<file path="config.mk">
export PLATFORM = sky130hd
export DESIGN_NAME = dac_lane_aligner
export DESIGN_NICKNAME = d
export VERILOG_FILES = /design/src/rtl/dac_lane_aligner.sv
export SDC_FILE = /design/constraint.sdc
export NUM_CORES = 2
export LEC_CHECK = 0
export CAP_MARGIN = 20
export CORE_ASPECT_RATIO = 0.9
export CORE_MARGIN = 3
export CORE_UTILIZATION = 25
export DETAILED_ROUTE_END_ITERATION = 16
export HOLD_SLACK_MARGIN = 0.1
export PLACE_DENSITY_LB_ADDON = 0.2
export SLEW_MARGIN = 30
export SYNTH_ARGS = -nofsm -noshare
export SYNTH_HDL_FRONTEND = slang
export SYNTH_MEMORY_MAX_BITS = 65536
export SYNTH_SLANG_ARGS = --single-unit
</file>
<file path="constraint.sdc">
create_clock -name clk_250m -period 4.25 [get_ports clk_250m]
set_input_delay 0.425 -clock clk_250m [delete_from_list [all_inputs] [get_ports clk_250m]]
set_output_delay 0.425 -clock clk_250m [all_outputs]
set_load 0.005 [all_outputs]
</file>
<file path="src/rtl/dac_lane_aligner.sv">
// Sixteen-stream (8 I + 8 Q) lane aligner for the DAC front end.
// Per-stream FIFOs feed a single global pop so every channel sees the same sample index.
module dac_lane_aligner #(
  parameter int LANES     = 8,
  parameter int DW        = 16,
  parameter int DEPTH     = 16,
  parameter int PRIME_LVL = 8
) (
  input  logic                      clk_250m,
  input  logic                      reset,
  input  logic [LANES-1:0]          s_axis_inputI_tvalid,
  output logic [LANES-1:0]          s_axis_inputI_tready,
  input  logic [LANES-1:0][DW-1:0]  s_axis_inputI_tdata,
  input  logic [LANES-1:0]          s_axis_inputI_tlast,
  input  logic [LANES-1:0]          s_axis_inputQ_tvalid,
  output logic [LANES-1:0]          s_axis_inputQ_tready,
  input  logic [LANES-1:0][DW-1:0]  s_axis_inputQ_tdata,
  input  logic [LANES-1:0]          s_axis_inputQ_tlast,
  output logic [LANES-1:0]          m_axis_outputDAI_tvalid,
  output logic [LANES-1:0][DW-1:0]  m_axis_outputDAI_tdata,
  output logic [LANES-1:0]          m_axis_outputDAI_tlast,
  output logic [LANES-1:0]          m_axis_outputDAQ_tvalid,
  output logic [LANES-1:0][DW-1:0]  m_axis_outputDAQ_tdata,
  output logic [LANES-1:0]          m_axis_outputDAQ_tlast,
  output logic [15:0]               underrun_cnt,
  output logic                      align_err,
  output logic [1:0]                state
);

  localparam int NS = 2 * LANES;
  localparam int AW = $clog2(DEPTH);
  localparam int CW = AW + 1;
  localparam logic [CW-1:0] FULL_CNT  = CW'(DEPTH);
  localparam logic [CW-1:0] PRIME_CNT = CW'(PRIME_LVL);

  typedef enum logic [1:0] {
    IDLE     = 2'd0,
    PRIME    = 2'd1,
    RUN      = 2'd2,
    UNDERRUN = 2'd3
  } state_e;

  state_e state_q, state_d;

  logic [NS-1:0]          in_valid;
  logic [NS-1:0]          in_last;
  logic [NS-1:0][DW-1:0]  in_data;
  logic [NS-1:0]          wr_en;
  logic [NS-1:0]          full;
  logic [NS-1:0]          nonempty;
  logic [NS-1:0]          primed;
  logic                   pop;

  logic [NS-1:0][AW-1:0]  wr_ptr_q, wr_ptr_d;
  logic [NS-1:0][AW-1:0]  rd_ptr_q, rd_ptr_d;
  logic [NS-1:0][CW-1:0]  cnt_q, cnt_d;
  logic [DW:0]            mem_q [NS][DEPTH];
  logic [NS-1:0][DW:0]    head;
  logic [NS-1:0]          head_last;

  logic [15:0]            urun_q, urun_d;
  logic                   align_q, align_d;
  logic [NS-1:0]          out_valid_q, out_valid_d;
  logic [NS-1:0][DW-1:0]  out_data_q, out_data_d;
  logic [NS-1:0]          out_last_q, out_last_d;

  // Stream s < LANES is I lane s; stream s >= LANES is Q lane s-LANES.
  assign in_valid = {s_axis_inputQ_tvalid, s_axis_inputI_tvalid};
  assign in_last  = {s_axis_inputQ_tlast, s_axis_inputI_tlast};
  assign in_data  = {s_axis_inputQ_tdata, s_axis_inputI_tdata};

  always_comb begin
    full      = '0;
    nonempty  = '0;
    primed    = '0;
    wr_en     = '0;
    head      = '0;
    head_last = '0;
    for (int s = 0; s < NS; s++) begin
      full[s]      = (cnt_q[s] == FULL_CNT);
      nonempty[s]  = (cnt_q[s] != '0);
      primed[s]    = (cnt_q[s] >= PRIME_CNT);
      wr_en[s]     = in_valid[s] && !full[s];
      head[s]      = mem_q[s][rd_ptr_q[s]];
      head_last[s] = head[s][DW];
    end
  end

  assign s_axis_inputI_tready = ~full[LANES-1:0];
  assign s_axis_inputQ_tready = ~full[NS-1:LANES];

  always_comb begin
    state_d = state_q;
    pop     = 1'b0;
    urun_d  = urun_q;
    unique case (state_q)
      IDLE: begin
        if (|nonempty) state_d = PRIME;
      end
      PRIME: begin
        if (&primed) state_d = RUN;
      end
      RUN: begin
        if (&nonempty) begin
          pop = 1'b1;
        end else begin
          state_d = UNDERRUN;
          if (urun_q != 16'hFFFF) urun_d = urun_q + 16'd1;
        end
      end
      UNDERRUN: begin
        if (&primed) state_d = RUN;
      end
      default: state_d = IDLE;
    endcase
  end

  always_comb begin
    wr_ptr_d = wr_ptr_q;
    rd_ptr_d = rd_ptr_q;
    cnt_d    = cnt_q;
    for (int s = 0; s < NS; s++) begin
      wr_ptr_d[s] = wr_ptr_q[s] + AW'(wr_en[s]);
      rd_ptr_d[s] = rd_ptr_q[s] + AW'(pop);
      cnt_d[s]    = cnt_q[s] + CW'(wr_en[s]) - CW'(pop);
    end
  end

  // A cycle without a pop drives zeros rather than repeating the last sample.
  always_comb begin
    out_valid_d = {NS{pop}};
    out_data_d  = '0;
    out_last_d  = '0;
    for (int s = 0; s < NS; s++) begin
      if (pop) begin
        out_data_d[s] = head[s][DW-1:0];
        out_last_d[s] = head_last[s];
      end
    end
    align_d = align_q | (pop && (|head_last) && !(&head_last));
  end

  always_ff @(posedge clk_250m) begin
    for (int s = 0; s < NS; s++) begin
      if (wr_en[s]) mem_q[s][wr_ptr_q[s]] <= {in_last[s], in_data[s]};
    end
  end

  always_ff @(posedge clk_250m) begin
    if (reset) begin
      state_q     <= IDLE;
      wr_ptr_q    <= '0;
      rd_ptr_q    <= '0;
      cnt_q       <= '0;
      urun_q      <= '0;
      align_q     <= 1'b0;
      out_valid_q <= '0;
      out_data_q  <= '0;
      out_last_q  <= '0;
    end else begin
      state_q     <= state_d;
      wr_ptr_q    <= wr_ptr_d;
      rd_ptr_q    <= rd_ptr_d;
      cnt_q       <= cnt_d;
      urun_q      <= urun_d;
      align_q     <= align_d;
      out_valid_q <= out_valid_d;
      out_data_q  <= out_data_d;
      out_last_q  <= out_last_d;
    end
  end

  assign m_axis_outputDAI_tvalid = out_valid_q[LANES-1:0];
  assign m_axis_outputDAQ_tvalid = out_valid_q[NS-1:LANES];
  assign m_axis_outputDAI_tdata  = out_data_q[LANES-1:0];
  assign m_axis_outputDAQ_tdata  = out_data_q[NS-1:LANES];
  assign m_axis_outputDAI_tlast  = out_last_q[LANES-1:0];
  assign m_axis_outputDAQ_tlast  = out_last_q[NS-1:LANES];
  assign underrun_cnt            = urun_q;
  assign align_err               = align_q;
  assign state                   = state_q;

endmodule

</file>
# ---- Word-level counts from Yosys, hierarchy flattened
# Memory sizes are Yosys's and may differ from the RTL's.
# Cells that the tools add are included.
dict set report word_totals {
  register_bits 500
  latchBits 0
  ramBits 4352
  mem_bits_ro 0
  input_bits 290
  out_inout_bits 323
  word_cells 454
  memories 1
}
# name words width read_ports rd_ports_with_merged_regs wr line_no
set memory_table {}
lappend memory_table {mem_q 16 272 16 0 16 57} ;# logic [DW:0] mem_q [NS][DEPTH];
dict set report op_classes {
  add_sub_neg 65
  n_mul 0
  div 0
  n_lt_le_gt_ge 64
  n_eq_ne 23
  shift 0
  mux 118
  bitwise_logic 37
  reduce_logical 77
}
# op n
set ops {}
lappend ops {{2-to-1 mux 272 bit} 16}
lappend ops {{binary-select mux 17 bit (select 4 bit)} 16}
lappend ops {{demux 17 bit (select 4 bit)} 16}
lappend ops {{2-to-1 mux 17 bit} 48}
lappend ops {{>= comparator 5 bit (second input constant)} 32}
lappend ops {{NOT 4 -> 5 bit} 32}
lappend ops {{adder 4 x 1 -> 4 bit} 32}
lappend ops {{adder 5 x 1 -> 5 bit} 16}
lappend ops {{equality test 5 bit (second input constant)} 16}
lappend ops {{>= comparator 5 x 4 -> 1 bit (second input constant)} 16}
lappend ops {{less-than comparator 5 x 1 -> 1 bit (second input constant)} 16}
lappend ops {{nonzero test 5 bit} 16}
lappend ops {{subtractor 5 x 1 -> 5 bit} 16}
lappend ops {{AND reduction 16 bit} 3}
lappend ops {{logical AND 1 bit} 34}
lappend ops {{OR reduction 16 bit} 2}
lappend ops {{2-to-1 mux 1 bit} 18}
lappend ops {{zero test 1 bit} 17}
lappend ops {{adder 16 x 1 -> 16 bit (second input constant)} 1}
lappend ops {{!= test 16 bit (second input constant)} 1}
lappend ops {{NOT 8 bit} 2}
lappend ops {{2-to-1 mux 2 bit} 3}
lappend ops {{case mux 2 bit (3 select lines)} 1}
lappend ops {{AND reduction 3 bit} 2}
lappend ops {{8 further kinds} 12}

# ---- Logic depth before layout (Yosys ltp)
dict set report logic_depth {
  word_depth 8
  ltp_mapped 16
  ltp_nobuf 16
}

# ---- Worst setup path before layout
# Ideal clock, no wire load.
dict set report synth_path {
  path_type {register to register}
  startpoint {reg cnt_q[62] in the netlist's numbering}
  endpoint {reg cnt_q[34] in the netlist's numbering}
  setup_time_ns 0.070
  arrival_time_ns 4.089
  required_ns 4.180
  path_slack_ns 0.091
  path_stages_with_launch 15
  n_path_buf 0
  period_less_slack_ns 4.159
  cell_sequence {dfxtp_1 inv_1 ha_1 nor4b_1 or4_1 or4_4 nor3_4 ha_1 inv_1 ha_1 fa_1 a21oi_1 nor2_1 or3_1 a21oi_1}
}
dict set report synth_via {
  elab_chain_cells 5
}
# element line_no
set synth_lines {}
lappend synth_lines {{from (decl)} 56} ;# logic [NS-1:0][CW-1:0] cnt_q, cnt_d;
lappend synth_lines {{from (signal assigned)} 164} ;# cnt_q <= cnt_d;
lappend synth_lines {{nonzero test 5 bit} 81} ;# nonempty[s] = (cnt_q[s] != '0);
lappend synth_lines {{AND reduction 16 bit} 104} ;# if (&nonempty) begin
lappend synth_lines {{2-to-1 mux 1 bit} 104}
lappend synth_lines {{2-to-1 mux 1 bit} 96} ;# unique case (state_q)
lappend synth_lines {{net pop} 52} ;# logic pop;
lappend synth_lines {{subtractor 5 x 1 -> 5 bit} 125} ;# cnt_d[s] = cnt_q[s] + CW'(wr_en[s]) - CW'(pop);
# The timed path passes the listed nets, and every way through them passes these cells.
# A chain may end at the register's enable or synchronous reset.

# ---- Worst setup path after layout
dict set report layout_path {
  startpoint {reg cnt_q[62] in the netlist's numbering}
  endpoint {reg cnt_q[44] in the netlist's numbering}
}
# The elaborated chain is that of the path after synthesis.

==> flow_summary.ini <==
[status]
status = finished clean

[power]
ir_worst_vdd_mv = 0.367
leakagePower_uw = 0.0680
powerDensity_mw_per_mm2 = 484

[critical_path]
cp-start-kind = flip-flop
cp_top_family = simple AND/OR/NAND/NOR gates
crit_fanout = 11
critical_path_class = flip-flop to flip-flop
cpMostUsedCell = ha_1
startpoint = cnt_q[62]
critical-path-max-stage-delay_ps = 590
rr_startpoint = cnt_q[62]
critPathArrivalTime_ps = 4960
path_buf_inv = 3
critPathRequiredTime_ps = 5220
cp-end-kind = flip-flop
crit_slowest_cell = or4_4
path_cells = inv_1 > ha_1 > nor4b_1 > or4_1 > or4_4 > nor3_4 > buf_12 > ha_1 > inv_1 > ha_1 > fa_1 > a21oi_1 > nor2_1 > or3_1 > a21oi_1

[die]
num_rows = 298
core-area_mm2 = 0.733
die-area_mm2 = 0.746
num_io_pins = 613
die_h_um = 820
chipWidth_um = 910
initial_core_util_pct = 25.1

[global_routing]
overflow = 0
top_usage_layer = met2
grt_use_met2_pct = 22.4
grt_max_degree = 109
grt_pass1_wl_um = 712000
grt_pass1_vias = 92100
met1_usage_pct = 17.7
use_met3_pct = 2.34
grt_usage_pct = 13.2
antenna_found_initial = 109

[logic_synthesis]
synthMostInstantiatedCell = edfxtp_1
synth_seq_cells = 4852
avgSynthCellArea_um2 = 22.2
synth_area_mm2 = 0.184
ys_types = 52
yosys_most_used_dff = edfxtp_1
synth_enable_flop_cells = 4352
synth_commonest_cells = edfxtp_1, mux4_2, dfxtp_1
yosysWarnings = 0
synth.top_cells.by_area = edfxtp_1, mux4_2, dfxtp_1
synth.largest_area_cell = edfxtp_1
syn-instance-count = 8280
netlist.area_leader.share_pct = 71.0
synth_seq_area_share_pct = 76.5
synth-async-reset-ratio_pct = 0
synth_nets = 8776

[run]
cap_viol_max_count = 0

[drt]
vias = 86200
firstDrtPassIters = 6
routed_wl_um = 504000
wl_per_cell_um = 25.6
drt-initial-drc-count = 6849
route.detailed.drc = 0
viasPerCell = 4.38
ant_nets = 0

[clocking]
cts_tree = yes
cts-root-buf = clkbuf_16
cts_buffers = 550
insertion_delay_ps = 1060
cts_buffer_depth = 4
cts_sinks = 4852
clk_pin_slew_ps = 60
htreeDepth = 6
cts_setup_buffers = 0

[timing]
slew_viol_final = 0
tns_ps = 0
fin_skew_ps = 87.2
post-route-period-util_pct = 94.0
tightest_slew_ps = 976
fin_crit_ps = 3990
timing.slew.headroom_pct = 34.9
setup_slack_ps = 255
hold_viol_final = 0
holdWs_ps = 273
max_freq_ghz = 0.250
rsz0062_at_grt = false
setup_viol = 0

[final_layout]
syn2layout_area_growth_pct = 21.5
final_nets = 9934
multiInputGateArea_mm2 = 0.0417
seq_area_mm2 = 0.141
post-route-util_pct = 30.5
fillers = 70200
drive_gt1_share_pct = 29.1

[min_path]
hp-start = s_axis_inputQ_tdata[4]
hold_path_class = input pin to flip-flop

[placed_design]
routabilityCongestion = 0.719
hpwl_um = 305000
dpl_worst_slack_ps = 211
io_buffers = 612
## cell families (layout without fill, tap and decap cells)
family                     after synthesis  count (layout)  share of synthesized area, %
AOI/OAI and AO/OA                      113             113                         0.377
xor gates and xnor gates                96              96                         0.457
adders and majority gates              206             206                          1.47
buffers and inverters                  570            2187                          1.43
DFF                                   4852            4852                          76.5
muxes                                 1396            1396                          16.7
other                                    0              20                             0
and+or+nand+nor                       1047            1047                          3.07
## report_power, final
group | internal [uW] | switching, uW
sequential | 53400 | 485
clock | 27600 | 20000
combinational | 2630 | 3980
total | 83700 | 24500
## flip-flops by register name, summed over array words and instances (netlist names), 2 cells and up
signal / flops
wr_ptr_q: 64
cnt_q: 80
m_axis_outputDAI_tdata: 128
mem_q: 4352
out_last_q: 16
underrun_cnt: 16
state: 2
rd_ptr_q: 64
m_axis_outputDAQ_tdata: 128
## per-stage QoR
stage               power, uW  cells  instance area [um^2]
finish                 108000  19700                224000
global route           112000  19600                223000
detailed placement      61700  18600                205000
floorplan               58200   8280                184000
CTS                    110000  19600                223000
global placement        61400  18600                205000
## final cells by class
class / count / area share, %
tap: 9750 / 5.46
multi-input combinational: 2858 / 18.6
sequential: 4852 / 63.0
clock inverter: 256 / 1.52
antenna: 20 / 0.0224
inverter: 137 / 0.230
clock buffer: 755 / 6.74
timing repair buffer: 1039 / 4.42
## per-layer routing
layer,vias to the layer above,share of wire [%]
met5,-,0.050
met4,42,2.1
met2,2137,49
met3,766,4.9
li1,36400,-
met1,46800,43
## what timing repair did
action,CTS,global route
gates resized for setup,0,5
endpoints found under the setup margin,0,2
hold buffers,1,0
hold endpoints to repair,120,0
## cell usage in the layout, fill, tap and decap left out, types with 43 or more instances in the layout
cell type and count:
buf_12 43, buf_4 380, ha_1 190, nor2_2 152
clkdlybuf4s50_1 611, nor2b_1 352, edfxtp_1 4352, nand3_1 79
clkinv_2 72, xnor2_1 56, clkbuf_16 555, nor3_2 64
mux2i_1 43, nor2_1 150, mux4_2 1344, clkinv_1 69
dfxtp_1 465, a21oi_1 58, inv_1 137, clkbuf_1 158
## worst paths after layout
check / slack (ps) / depth (start not counted) / endpoint
worst max-delay path: 260 / 15 / cnt_q[44]
worst min-delay path: 270 / 1 / mem_q[1][21]
worst max register to register: 260 / 15 / cnt_q[44]
worst min register to register: 520 / 2 / underrun_cnt[14]
Power figures use the tool's default switching activity.
